--- src/rtl/sipo_frame_ctrl.sv ---
// Framed serial-in/parallel-out capture controller with valid/ready on both sides.
// Optional even-parity check compiled in with `define SIPO_FRAME_PARITY_EN.
module sipo_frame_ctrl #(
  parameter int WIDTH = 4
) (
  input  logic             clk,
  input  logic             rst,
  input  logic             s_valid,
  input  logic             s_data,
  input  logic             s_first,
  output logic             s_ready,
  output logic [WIDTH-1:0] p_data,
  output logic             p_valid,
  input  logic             p_ready,
  output logic             p_err,
  output logic             frame_drop,
  output logic             busy
);

  localparam int CW = $clog2(WIDTH + 1);
  localparam logic [CW-1:0] CNT_LAST = CW'(WIDTH - 1);
  localparam logic [CW-1:0] CNT_ONE  = CW'(1);

`ifdef SIPO_FRAME_PARITY_EN
  typedef enum logic [1:0] {IDLE, SHIFT, PAR, HOLD} state_t;
`else
  typedef enum logic [1:0] {IDLE, SHIFT, HOLD} state_t;
`endif

  state_t           state, state_n;
  logic [WIDTH-1:0] shreg, shreg_n;
  logic [CW-1:0]    cnt, cnt_n;
  logic             drop_q, drop_n;
  logic             acc;
`ifdef SIPO_FRAME_PARITY_EN
  logic             err_q, err_n;
`endif

  // Handshake outputs decode registered state only.
  assign s_ready    = (state != HOLD);
  assign p_valid    = (state == HOLD);
  assign busy       = (state != IDLE);
  assign p_data     = shreg;
  assign frame_drop = drop_q;
  assign acc        = s_valid && s_ready;

`ifdef SIPO_FRAME_PARITY_EN
  assign p_err = err_q;
`else
  assign p_err = 1'b0;
`endif

  always_comb begin
    state_n = state;
    shreg_n = shreg;
    cnt_n   = cnt;
    drop_n  = 1'b0;
`ifdef SIPO_FRAME_PARITY_EN
    err_n   = err_q;
`endif
    case (state)
      IDLE: begin
        if (acc && s_first) begin
          shreg_n = {{(WIDTH-1){1'b0}}, s_data};
          cnt_n   = CNT_ONE;
          state_n = SHIFT;
        end
      end
      SHIFT: begin
        if (acc) begin
          // Resync wins over completion: a first-bit marker always restarts.
          if (s_first) begin
            shreg_n = {{(WIDTH-1){1'b0}}, s_data};
            cnt_n   = CNT_ONE;
            drop_n  = 1'b1;
          end else begin
            shreg_n = {shreg[WIDTH-2:0], s_data};
            cnt_n   = cnt + CNT_ONE;
            if (cnt == CNT_LAST) begin
`ifdef SIPO_FRAME_PARITY_EN
              state_n = PAR;
`else
              state_n = HOLD;
`endif
            end
          end
        end
      end
`ifdef SIPO_FRAME_PARITY_EN
      PAR: begin
        if (acc) begin
          if (s_first) begin
            shreg_n = {{(WIDTH-1){1'b0}}, s_data};
            cnt_n   = CNT_ONE;
            drop_n  = 1'b1;
            state_n = SHIFT;
          end else begin
            err_n   = (^shreg) ^ s_data;
            state_n = HOLD;
          end
        end
      end
`endif
      HOLD: begin
        if (p_ready) begin
          cnt_n   = '0;
          state_n = IDLE;
        end
      end
      default: state_n = IDLE;
    endcase
  end

  always_ff @(posedge clk or posedge rst) begin
    if (rst) begin
      state  <= IDLE;
      shreg  <= '0;
      cnt    <= '0;
      drop_q <= 1'b0;
`ifdef SIPO_FRAME_PARITY_EN
      err_q  <= 1'b0;
`endif
    end else begin
      state  <= state_n;
      shreg  <= shreg_n;
      cnt    <= cnt_n;
      drop_q <= drop_n;
`ifdef SIPO_FRAME_PARITY_EN
      err_q  <= err_n;
`endif
    end
  end

endmodule

--- config.mk ---
export PLATFORM = sky130hd
export DESIGN_NAME = sipo_frame_ctrl
export DESIGN_NICKNAME = d
export VERILOG_FILES = /design/src/rtl/sipo_frame_ctrl.sv
export SDC_FILE = /design/constraint.sdc
export NUM_CORES = 1
export LEC_CHECK = 0
export CAP_MARGIN = 20
export CORE_AREA = 3 3 40 42
export CTS_BUF_LIST = sky130_fd_sc_hd__clkbuf_8
export DETAILED_ROUTE_END_ITERATION = 12
export DIE_AREA = 0 0 43 45
export PLACE_DENSITY = 0.84
export SYNTH_ARGS = -nofsm -noshare
export SYNTH_HDL_FRONTEND = slang
export SYNTH_SLANG_ARGS = --single-unit
--- constraint.sdc ---
create_clock -name clk -period 5.1 [get_ports clk]
set_clock_uncertainty 0.2 [all_clocks]
set_input_delay 0.51 -clock clk [delete_from_list [all_inputs] [get_ports clk]]
set_output_delay 0.51 -clock clk [all_outputs]
set_load 0.05 [all_outputs]
# Word-level counts from Yosys, hierarchy flattened
# Cells that the tools add are included.
totals:
  elab_cells: 41
  in_bits: 6
  output_inout_bits: 9
  register_bits: 10
classes:
  addsub: 1
  eq_ne: 9
  muxes: 18
  n_reduce_logical: 9
op_table:
  columns: ["op", "count"]
  rows:
  - ["2-to-1 mux 3 bit", 4]
  - ["2-to-1 mux 4 bit", 3]
  - ["2-to-1 mux 2 bit", 5]
  - ["!= test 2 bit, second input constant", 5]
  - ["case mux 3 bit (3 select lines)", 1]
  - ["case mux 4 bit (2 select lines)", 1]
  - ["case mux 2 bit (3 select lines)", 1]
  - ["AND reduction 5 bit", 1]
  - ["AND reduction 4 bit", 1]
  - ["nonzero test 2 bit", 2]
  - ["adder 3 x 1 -> 3 bit, second input constant", 1]
  - ["== test 3 x 2 -> 1 bit, second input constant", 1]
  - ["2-to-1 mux 1 bit", 3]
  - ["AND reduction 3 bit", 1]
  - ["nonzero test 3 bit", 1]
  - ["== test 2 x 1 -> 1 bit, second input constant", 1]
  - ["== test 2 bit, second input constant", 1]
  - ["logical AND 1 bit", 2]
  - ["zero test 2 bit", 1]
  - ["!= test 2 x 1 -> 1 bit, second input constant", 1]

# Depth between registers and ports, before layout
# Gate-level depths: netlist of run 1.
depth:
  depth_word: 5
  ltp_mapped: 6
  ltp_nobuf: 6

# Worst setup path after synthesis of run 1
# Ideal clock, no wire load.
synth_path:
  path_type: "register -> register"
  from: "reg state[0]"
  to: "reg state[0]"
  arrival_time_ns: 1.850
  path_slack_ns: 2.925
  path_stages_with_launch: 7
  n_path_buf: 0
  setup_ns: 0.125
  path_cell_list: "dfrtp_1 -> inv_1 -> ha_1 -> nand3b_1 -> o31ai_2 -> o21ai_1 -> mux2_4"
synth_via:
  word_cells_on_any_way: 13
synth_rtl:
  columns: ["item", "line", "rtl"]
  rows:
  - ["from (decl)", "30", "state_t state, state_n;"]
  - ["from (signal assigned)", "124", "state <= state_n;"]
  - ["== test 2 bit *", null, null]
  - ["via p_valid", "13", "output logic p_valid,"]
  - ["!= test 2 x 1 -> 1 bit (no source line)", null, null]
  - ["AND reduction 5 bit (no source line)", null, null]
# The timed path passes the listed nets; every way through them passes the cells marked *.
# A chain may end at the register's enable or synchronous reset.

# Worst setup path in the final report of run 1
layout_path:
  from: "reg state[0]"
  to: "out p_valid"
layout_via:
  elab_chain_cells: 1
layout_lines:
  columns: ["item", "line", "rtl"]
  rows:
  - ["== test 2 bit", "41", "assign p_valid = (state == HOLD);"]
  - ["to (decl)", "13", null]
# Every way passes these cells.

==> qor.yml, run 1 <==
finish:
  layout-drive-gt1-share_pct: 15.8
  stdcell_area_sq_um: 830
  nNetsFinal: 91
  fillCellCount: 106
  areaGrowthSynthToFinish_pct: 28.2
  diodes: 0
drt:
  wl_per_cell_um: 12.9
  route.detailed.drc: 0
  vias: 478
  drtIter0Drc: 0
  ant_nets: 0
  wirelength_um: 1180
  via_per_inst: 5.25
  drtPass1Iterations: 1
run_status:
  status: "finished, final reports clean"
die:
  die_w_um: 43
  initial_utilization_pct: 50.3
  dieArea_sq_um: 1940
  fp.dieH_um: 45
  rows: 13
  io_pins: 15
  core_sq_um: 1280
logic_synthesis:
  yosysMostFrequentCell: "dfrtp_1"
  ys.flop_type: "dfrtp_1"
  synth-seq-area-share_pct: 38.7
  syn-mean-instance-area_sq_um: 10.6
  synth_cell_types: 26
  synth_area_leaders: "dfrtp_1 39%, ha_1 14%, mux2_4 7.0%"
  synth_commonest_cells: "10 x dfrtp_1, 8 x inv_1, 7 x ha_1"
  yosysTopAreaCell: "dfrtp_1"
  synth_top_cell_area_share_pct: 38.7
  synth_warnings: 0
  syn-cell-area_sq_um: 647
  synthArstFlopShare_pct: 100
  synthCells: 61
  synth_edf_count: 0
  synth_fp_nets: 74
  synth-seq-cells: 10
cts:
  tritoncts: "done"
  h-tree-depth: 1
  hold_buffers: 0
  ctsRootBufferMaster: "clkbuf_8"
  clkTransAtPathRegs_ns: 0.04
  clock_path_buffers: 2
  worst_skew_pair.late_latency_ns: 0.24
  tritoncts.num_buffers: 3
  postCtsSetupBuffers: 0
  cts_resized: 0
  cts.sinks: 10
sta:
  setup_slack_ns: 2.49
  worst_slew_pin_slew_ns: 0.499
  grt_setup_unrepaired: "false"
  hold_viol: 0
  fin_crit_ns: 2.61
  period_share_pct: 51.3
  finalMaxSlewViolations: 0
  final.setup.tns_ns: 0
  setup_viol: 0
  fmax_ghz: 0.383
  timing.slew.headroom_pct: 66.6
critical_path:
  crit_family: "buffers and inverters"
  crit_arrival_ns: 1.90
  crit_buf_inv: 2
  cp-end-kind: "output pin"
  critPathMaxStageDelay_ns: 0.85
  critPathSlowestCell: "clkdlybuf4s50_1"
  worstSetupStartpointType: "register"
  worstPathRequired_ns: 4.39
  path_cells: "inv_1 -> ha_1 -> clkdlybuf4s50_1"
  timing_worst_setup_path_type: "register to output pin"
  critPathMaxFanout: 7
power:
  power.static_leakage_nw: 0.394
  peakVddDrop_uv: 320
  p_clk_share_pct: 15.1
  p_per_area_nw_per_um2: 638
  p_seq_share_pct: 23.7
  p_switching_mw: 0.239
  swShare_pct: 45.2
  intPower_mw: 0.290
  p_comb_share_pct: 61.2
placement:
  dp_hpwl_um: 931
  place.gp.congestion: 0.795
  placed_area_sq_um: 788
  port_buffers: 13
  place_ws_ns: 2.74
global_routing:
  first_global_vias: 466
  grt_max_degree: 11
  grt_overflow: 0
  antenna_found_initial: 0
  track_usage_pct: 15.0
  grt_pass1_wl_um: 2040
run:
  cap_violations: 0
worst_hold_path:
  hold_class: "register to register"
## metrics by stage
step                      util, %  std cells  power, mW  hold slack, ns
after floorplan                 -         61      0.373           0.150
after global placement       61.3         88      0.446           0.298
after detailed placement     61.3         88      0.451           0.309
after CTS                    64.6         91      0.533           0.316
after global routing         64.6         91      0.567           0.334
final                        64.6         91      0.530           0.313
## cell usage in the layout (no fill, tap or decap), types with 3 or more instances in the layout
cell type,count
clkbuf_8,3
clkdlybuf4s50_1,13
dfrtp_1,10
ha_1,7
inv_1,8
mux2_4,3
nor2_1,3
## power by group through the flow
stage	registers [mW]	clock network (mW)	logic, mW
finish	0.126	0.0799	0.324
global route	0.130	0.0870	0.351
CTS	0.126	0.0824	0.325
detailed placement	0.127	0	0.324
global placement	0.125	0	0.321
floorplan	0.165	0	0.208
## layer usage
| metal | vias up | part of all wire, % | track usage [%] |
|---|---|---|---|
| met1 | 229 | 47 | 18.3 |
| met4 | 0 | 2.6 | 9.04 |
| met5 | - | 0 | 0 |
| met3 | 5 | 5.7 | 7.17 |
| met2 | 7 | 45 | 21.6 |
| li1 | 237 | - | - |
## final timing paths
path                                             from                    end  slack [ns]  cells after the start
min in group asynchronous                         rst  p_data[2]$_DFFE_PP0P_        0.34                      2
worst min-delay path            p_data[0]$_DFFE_PP0P_  p_data[0]$_DFFE_PP0P_        0.31                      1
worst min register to register  p_data[0]$_DFFE_PP0P_  p_data[0]$_DFFE_PP0P_        0.31                      1
max in group asynchronous                         rst   state[0]$_DFFE_PP0P_        4.09                      2
worst max-delay path             state[0]$_DFFE_PP0P_                p_valid        2.49                      3
worst max register to register   state[1]$_DFFE_PP0P_     cnt[1]$_DFFE_PP0P_        3.08                      6
## kinds of logic after synthesis
logic type | synth area share [%]
multiplexers | 11.8
AO/OA/AOI/OAI | 13.7
flip-flops | 38.7
other | 0.580
buffers and inverters | 5.80
AND/OR/NAND/NOR | 15.9
adder cells (fa/ha/maj) | 13.5
## registers in the layout (all words and copies together), names as in the netlist
signal,cells
frame_drop,1
p_data,4
cnt,3
state,2
## cell type report
type / count / area [sq um] / share of cell area (%)
clock buffer: 3 / 41.3 / 4.98
multi-input combinational: 42 / 359 / 43.3
timing repair buffer: 13 / 130 / 15.7
tap: 15 / 18.8 / 2.26
inverter: 8 / 30.0 / 3.62
sequential: 10 / 250 / 30.2
No activity file was read; power rests on OpenSTA's default activity.
==> inputs of run 2 (changes only) <==
Clock period 5.1 ns to 2.45 ns, I/O delays scaled along.
==> results of run 2 <==
The final DEF is identical to that of run 1. Status: finished, final reports clean.
Main changes from that run: setup slack after placement 2.74 ns -> 0.351 ns; clock-pin slew on the worst setup and hold paths 0.04 ns -> 0.05 ns; setup slack after layout 2.49 ns -> 0.101 ns; hold slack 0.313 ns -> 0.0796 ns; register-to-register setup slack 3.08 ns -> 0.43 ns; total power 0.530 mW -> 1.10 mW; worst IR drop on VDD 320 uV -> 665 uV
==> inputs of run 3 (changes only) <==
Settings changed: CTS_CLUSTER_DIAMETER from default to 120.
==> results of run 3 <==
The final DEF is identical to that of run 1. Status: finished, final reports clean.
Main changes from that run: setup slack after placement 2.74 ns -> 0.351 ns; clock-pin slew on the worst setup and hold paths 0.04 ns -> 0.05 ns; setup slack after layout 2.49 ns -> 0.101 ns; hold slack 0.313 ns -> 0.0796 ns; register-to-register setup slack 3.08 ns -> 0.43 ns; total power 0.530 mW -> 1.10 mW; worst IR drop on VDD 320 uV -> 665 uV
